**config.mk**
```make
export PLATFORM = sky130hd
export DESIGN_NAME = mem_access_unit
export DESIGN_NICKNAME = d
export VERILOG_FILES = /design/src/rtl/mem_access_unit.sv
export SDC_FILE = /design/constraint.sdc
export NUM_CORES = 1
export LEC_CHECK = 0
export ABC_AREA = 0
export BUFFER_PORTS_ARGS = -buffer_cell sky130_fd_sc_hd__buf_2
export CORE_ASPECT_RATIO = 1.5
export CORE_MARGIN = 4
export CORE_UTILIZATION = 49
export DETAILED_ROUTE_END_ITERATION = 16
export PLACE_DENSITY = 0.82
export SYNTH_ARGS = -nofsm -noshare
export SYNTH_HDL_FRONTEND = slang
export SYNTH_SLANG_ARGS = --single-unit
export TNS_END_PERCENT = 1
```
**constraint.sdc**
```tcl
create_clock -name clk -period 3.46 [get_ports clk]
set_clock_uncertainty 0.2 [all_clocks]
set_input_delay 0.865 -clock clk [delete_from_list [all_inputs] [get_ports clk]]
set_output_delay 0.865 -clock clk [all_outputs]
set_load 0.005 [all_outputs]
```
**src/rtl/mem_access_unit.sv**
```systemverilog
// Byte-addressed CPU load/store front end for a lane-organised RAM.
// Lane-crossing accesses are split into two beats (or rejected), and load results are sign/zero extended.
module mem_access_unit #(
    parameter int DATA_WIDTH       = 32,
    parameter int ADDR_WIDTH       = 32,
    parameter int ALLOW_MISALIGNED = 1
) (
    input  logic                    clk,
    input  logic                    reset,
    input  logic                    cpu_valid,
    output logic                    cpu_ready,
    input  logic [ADDR_WIDTH-1:0]   cpu_addr,
    input  logic [DATA_WIDTH-1:0]   cpu_wdata,
    input  logic [1:0]              cpu_size,
    input  logic                    cpu_store,
    input  logic                    cpu_unsigned,
    output logic                    cpu_rsp_valid,
    output logic [DATA_WIDTH-1:0]   cpu_rdata,
    output logic                    cpu_err,
    output logic                    ram_valid,
    input  logic                    ram_ready,
    output logic [ADDR_WIDTH-1:0]   ram_addr,
    output logic [DATA_WIDTH-1:0]   ram_wdata,
    output logic [DATA_WIDTH/8-1:0] ram_byteSelect,
    output logic                    ram_store,
    input  logic                    ram_rvalid,
    input  logic [DATA_WIDTH-1:0]   ram_rdata
);

    localparam int B  = DATA_WIDTH / 8;
    localparam int LB = $clog2(B);
    localparam int W2 = 2 * DATA_WIDTH;

    typedef enum logic [2:0] {IDLE, REQ0, WAIT0, REQ1, WAIT1, RESP} state_t;

    state_t                  state, state_nxt;
    logic                    armed_q;
    logic [ADDR_WIDTH-1:0]   addr_q;
    logic [DATA_WIDTH-1:0]   wdata_q;
    logic [1:0]              size_q;
    logic                    store_q;
    logic                    uns_q;
    logic                    split_q;
    logic [DATA_WIDTH-1:0]   rd0_q;
    logic [DATA_WIDTH-1:0]   rdata_q;
    logic                    err_q;

    logic                    accept;
    logic                    acc_err;
    logic [LB-1:0]           off_q;
    int                      n_q;
    logic [DATA_WIDTH-1:0]   wdata_trim;
    logic [W2-1:0]           wide_w;
    logic [2*B-1:0]          wide_mask;
    logic                    beat1;
    logic [ADDR_WIDTH-1:0]   beat_base;
    logic [DATA_WIDTH-1:0]   load_result;

    function automatic int lane_count(input logic [1:0] size);
        if (int'(size) > LB) return B;
        return 1 << size;
    endfunction

    function automatic logic is_split(input logic [LB-1:0] off, input logic [1:0] size);
        logic [LB+1:0] end_pos;
        end_pos = {2'b00, off} + ((LB+2)'(1) << size);
        return end_pos > (LB+2)'(B);
    endfunction

    // Shift the two beats down so the access starts at byte 0, then extend above n bytes.
    function automatic logic [DATA_WIDTH-1:0] assemble_load(
        input logic [DATA_WIDTH-1:0] beat0,
        input logic [DATA_WIDTH-1:0] beat1_data,
        input logic [LB-1:0]         off,
        input logic [1:0]            size,
        input logic                  uns
    );
        logic [W2-1:0]         wide;
        logic [DATA_WIDTH-1:0] raw;
        logic [DATA_WIDTH-1:0] res;
        logic                  sign;
        int                    n;
        n    = lane_count(size);
        wide = {beat1_data, beat0} >> {off, 3'b000};
        raw  = wide[DATA_WIDTH-1:0];
        sign = raw[8*n-1] & ~uns;
        res  = '0;
        for (int i = 0; i < B; i++)
            res[i*8 +: 8] = (i < n) ? raw[i*8 +: 8] : {8{sign}};
        return res;
    endfunction

    assign accept  = cpu_valid && cpu_ready;
    assign acc_err = (int'(cpu_size) > LB) ||
                     ((ALLOW_MISALIGNED == 0) && is_split(cpu_addr[LB-1:0], cpu_size));

    always_comb begin
        state_nxt = state;
        case (state)
            IDLE:  if (accept) state_nxt = acc_err ? RESP : REQ0;
            REQ0:  if (ram_ready) state_nxt = store_q ? (split_q ? REQ1 : RESP) : WAIT0;
            WAIT0: if (ram_rvalid) state_nxt = split_q ? REQ1 : RESP;
            REQ1:  if (ram_ready) state_nxt = store_q ? RESP : WAIT1;
            WAIT1: if (ram_rvalid) state_nxt = RESP;
            RESP:  state_nxt = IDLE;
            default: state_nxt = IDLE;
        endcase
    end

    assign off_q = addr_q[LB-1:0];
    assign n_q   = lane_count(size_q);
    assign beat1 = (state == REQ1);

    always_comb begin
        wdata_trim = '0;
        for (int i = 0; i < B; i++)
            if (i < n_q) wdata_trim[i*8 +: 8] = wdata_q[i*8 +: 8];
    end

    // Double-width views: low half belongs to beat 0, high half to beat 1.
    assign wide_w    = W2'(wdata_trim) << {off_q, 3'b000};
    assign wide_mask = (2*B)'((64'd1 << n_q) - 64'd1) << off_q;
    assign beat_base = {addr_q[ADDR_WIDTH-1:LB], {LB{1'b0}}};

    assign cpu_ready      = (state == IDLE) && armed_q;
    assign cpu_rsp_valid  = (state == RESP);
    assign cpu_rdata      = rdata_q;
    assign cpu_err        = err_q;
    assign ram_valid      = (state == REQ0) || (state == REQ1);
    assign ram_store      = ram_valid && store_q;
    assign ram_addr       = !ram_valid ? '0 : (beat1 ? beat_base + ADDR_WIDTH'(B) : beat_base);
    assign ram_byteSelect = !ram_valid ? '0 : (beat1 ? wide_mask[2*B-1:B] : wide_mask[B-1:0]);
    assign ram_wdata      = !ram_store ? '0 :
                            (beat1 ? wide_w[W2-1:DATA_WIDTH] : wide_w[DATA_WIDTH-1:0]);

    assign load_result = assemble_load((state == WAIT1) ? rd0_q : ram_rdata, ram_rdata,
                                       off_q, size_q, uns_q);

    always_ff @(posedge clk or negedge reset) begin
        if (!reset) begin
            state   <= IDLE;
            armed_q <= 1'b0;
            addr_q  <= '0;
            wdata_q <= '0;
            size_q  <= '0;
            store_q <= 1'b0;
            uns_q   <= 1'b0;
            split_q <= 1'b0;
            rd0_q   <= '0;
            rdata_q <= '0;
            err_q   <= 1'b0;
        end else begin
            state   <= state_nxt;
            armed_q <= 1'b1;
            if (accept) begin
                addr_q  <= cpu_addr;
                wdata_q <= cpu_wdata;
                size_q  <= cpu_size;
                store_q <= cpu_store;
                uns_q   <= cpu_unsigned;
                split_q <= is_split(cpu_addr[LB-1:0], cpu_size);
            end
            if (state == WAIT0 && ram_rvalid)
                rd0_q <= ram_rdata;
            // Response fields update only on entry to RESP and hold until the next one.
            if (state_nxt == RESP) begin
                if (state == IDLE) begin
                    rdata_q <= '0;
                    err_q   <= 1'b1;
                end else if (store_q) begin
                    rdata_q <= '0;
                    err_q   <= 1'b0;
                end else begin
                    rdata_q <= load_result;
                    err_q   <= 1'b0;
                end
            end
        end
    end

endmodule

```
==> Flow_metrics.wiki <==
{| class="wikitable"
! Metric !! Value
|-
| # nets final || 1,196
|-
| Via count of the first global-routing pass || 8,017
|-
| Number of antenna cells inserted || 0
|-
| Portion of the post-synthesis area used by sequential elements || 0.395
|-
| Maximum achievable frequency || 0.295 GHz
|-
| Antenna violations before repair || 1
|-
| Measured slew at the worst slew-check pin || 713 ps
|-
| Commonest register cell after synthesis || dfrtp_1
|-
| Max-Slew Margin vs Limit || 0.525
|-
| Starting density of the core || 0.502
|-
| Min cycle time layout || 3390 ps
|-
| Final global-route overflow total || 0
|-
| Fillers || 1,454
|-
| Switching Share || 0.417
|-
| Part of the cycle the worst path needs || 0.979
|-
| Unrepaired setup endpoints after global routing || yes
|-
| Number of levels the H-tree was split into || 4
|-
| Routed vias || 7,918
|-
| Number of synthesized flops with an enable pin || 0
|-
| Crit path max-delay cell type || or3_4
|-
| Number of buffers created by CTS || 17
|-
| Leakage power total || 0.00494 µW
|-
| Clock share of power || 0.181
|-
| Port Buffers || 207
|-
| Setup crit start kind || flip-flop
|-
| Clock Tree Buf Depth || 2
|-
| Power density relative to cell area || 902 nW/µm²
|-
| Post-Synthesis Mean Instance Area || 9.89 µm²
|-
| Worst-case vdd ir drop || 505 µV
|-
| Area of the mapped netlist || 8750 µm²
|-
| Vertical die dimension || 172 µm
|-
| TritonCTS Sinks || 138
|-
| Hold Path Class || reg -> reg
|-
| Worst-skew pair later-pin latency || 420 ps
|-
| Library cell occupying the most area in the post-synthesis netlist || dfrtp_1
|-
| #FFs+latches synth || 138
|-
| Total Routed Length || 25,700 µm
|-
| Element type at the critical path end || output pin
|-
| List of cells traversed by the critical path || and3b_2 > nand4_1 > or3_4 > or3_1 > a21oi_1 > buf_2
|-
| Final instance area || 10,800 µm²
|-
| Share of final-layout standard cells stronger than drive strength 1 || 0.408
|-
| Area of the core region || 17,400 µm²
|-
| Clock tree root driver cell || clkbuf_16
|-
| Post-placement cell area || 10,100 µm²
|-
| Area Overhead vs Synth || 22.9%
|-
| GRT Total Usage || 0.257
|-
| Count of final setup violators || 0
|-
| Switching component of the power || 4050 µW
|-
| Die X-Extent || 117 µm
|-
| Result of the run || finished, final reports clean
|-
| Total count of hold-check failures in the final report || 0
|-
| Ranking of synthesized cells by area || dfrtp_1 39%, mux2_2 14%, mux4_2 5.7%, nand2_1 3.9%, nor2_1 3.7%
|-
| Class of the most critical setup path || reg -> out
|-
| Slew Limit Fails || 0
|-
| Total design power || 9700 µW
|-
| Number of standard cells in the layout, taps in and fillers out || 1,311
|-
| DRC viols || 0
|-
| Final-layout worst hold slack || 271 ps
|-
| First-pass GRT wire length || 40,300 µm
|-
| Mapped Cells || 885
|-
| Asr flop ratio synth || 1.00
|-
| Maximum number of pins on one net before global-route repair || 76
|-
| DR WL/cell || 19.6 µm
|-
| TritonCTS clock tree || done
|-
| Max-cap violations || 0
|-
| Area occupied by multi-input gates || 5010 µm²
|-
| Count of nets left with antenna violations after detail routing || 0
|-
| Flip-flop and latch area || 3470 µm²
|-
| Count of synthesis-stage warnings from yosys || 0
|-
| Count of distinct cell types in the synthesized netlist || 61
|-
| Required time at the endpoint of the critical path || 2390 ps
|-
| Cell internal power dissipation || 5650 µW
|-
| Iteration-0 DRC Markers || 626
|-
| Power share of the combinational group || 0.498
|-
| Reg clk slew, reported paths || 60 ps
|-
| Crit-path max cell delay || 460 ps
|-
| Part of the power in registers || 0.321
|-
| Signal arrival time at the worst endpoint || 2320 ps
|-
| DIE AREA || 20,100 µm²
|-
| Final weighted congestion in routability-driven placement || 0.894
|-
| Yosys top cell area share || 0.395
|-
| Dpl cells || 1,272
|-
| Row count || 59
|-
| Final HPWL DP || 18,000 µm
|-
| Top-level I/O count || 210
|-
| Avg Vias per Cell || 6.04
|-
| Total negative setup slack || 0 ps
|-
| Max Fanout on Critical Path || 5
|-
| Length of the first detailed-routing pass in iterations || 5
|}
## layout by cell type (no fill, tap or decap), types with 5 or more instances in the layout
cell type,n
buf_2,206
dfrtp_1,131
mux2_2,112
nand2_1,91
nor2_1,86
a21oi_1,45
buf_4,37
o21ai_0,32
mux2i_1,32
nand3_1,29
a211oi_1,25
nor2b_1,22
mux4_2,22
nor3_1,21
xor2_1,20
clkbuf_16,17
a22oi_1,15
inv_1,13
a22o_1,10
a32oi_1,9
o211ai_1,8
or3_1,8
and2_1,7
nand4_1,6
and3_1,6
clkinvlp_4,5
dfrtp_2,5
## power by group through the flow
stage	sequential [µW]	combinational [µW]	clock (µW)
detailed placement	3110	4670	0
floorplan	2810	3480	0
global placement	3050	4550	0
global route	3210	5300	1850
CTS	3090	4740	1780
finish	3110	4830	1750
## registers in the layout, indices dropped and copies added (netlist names)
register and cells:
state 3, size_q 2, split_q 1, cpu_err 1
rd0_q 32, cpu_rdata 32, store_q 1, armed_q 1
addr_q 32, wdata_q 32, uns_q 1
## synth_stat cells (2+ instances only)
cell,instances
buf_4,3
a31oi_1,2
nor2b_1,23
conb_1,2
buf_6,3
a32oi_1,9
and3_1,8
a22oi_1,15
nand2b_1,4
a22o_1,10
inv_1,15
buf_2,20
o21a_1,2
clkbuf_1,35
buf_1,7
a32o_1,2
a211oi_1,26
xor2_1,20
dfrtp_1,138
mux2_2,112
and2_1,7
o21ai_0,32
nor2_1,87
nor4_1,2
nand2_1,92
o211ai_1,8
nand4_1,6
mux2i_1,32
nand3_1,29
xnor2_1,3
mux4_2,22
ha_1,5
or3_1,9
nor3_1,22
a21oi_1,45
and4_1,3
## path summary, 6_finish.rpt
check / to / slack, ps / cells after the start / start
setup / recovery: ram_addr[21] / 70 / 6 / state[2]
hold / removal: cpu_rdata[8] / 270 / 2 / cpu_rdata[8]
setup reg to reg: cpu_rdata[14] / 500 / 8 / state[1]
hold reg to reg: cpu_rdata[8] / 270 / 2 / cpu_rdata[8]
max in group asynchronous: wdata_q[21] / 1940 / 2 / reset
min in group asynchronous: cpu_rdata[1] / 280 / 1 / reset
## worst max-delay path, delay by kind of cell (launching register included)
family / cells / cell delay, ps
compound gates: 1 / 150
buf+inv: 1 / 130
flops: 1 / 370
simple gates: 4 / 1250
## cells by family after synthesis
| family | count (synthesis) | synth area share |
|---|---|---|
| flip-flops | 138 | 0.395 |
| AND/OR/NAND/NOR | 299 | 0.159 |
| AO/OA/AOI/OAI | 167 | 0.133 |
| adder cells (fa/ha/maj) | 6 | 0.00944 |
| multiplexers | 166 | 0.237 |
| XOR/XNOR | 23 | 0.0230 |
| other | 2 | 0.000858 |
| buffers and inverters | 84 | 0.0427 |
## metal layers
metal | track usage | vias to the layer above | part of all wire
met5 | 0 | - | 0.00027
met4 | 0.151 | 2 | 0.048
met3 | 0.0524 | 96 | 0.063
met2 | 0.440 | 360 | 0.52
met1 | 0.292 | 3856 | 0.37
li1 | - | 3604 | -
## final cells by class
cell class	instances	share of cell area
multi-input combinational	664	0.466
sequential	138	0.322
timing repair buffer	248	0.129
clock buffer	20	0.0415
tap	213	0.0248
clock inverter	12	0.0108
inverter	16	0.00593
## stage by stage
stage / setup slack (ps) / util
floorplan: -53.8 / -
global placement: 280 / 0.577
detailed placement: 145 / 0.577
CTS: -93.3 / 0.611
global route: -56.9 / 0.617
finish: 73.7 / 0.617
## repair_timing
item,in CTS,in global routing
hold buffers,0,0
gates resized for setup,7,19
setup endpoints to repair,39,47
pin swaps,1,7
setup buffers,0,7
(Power assumes the default switching activity.)
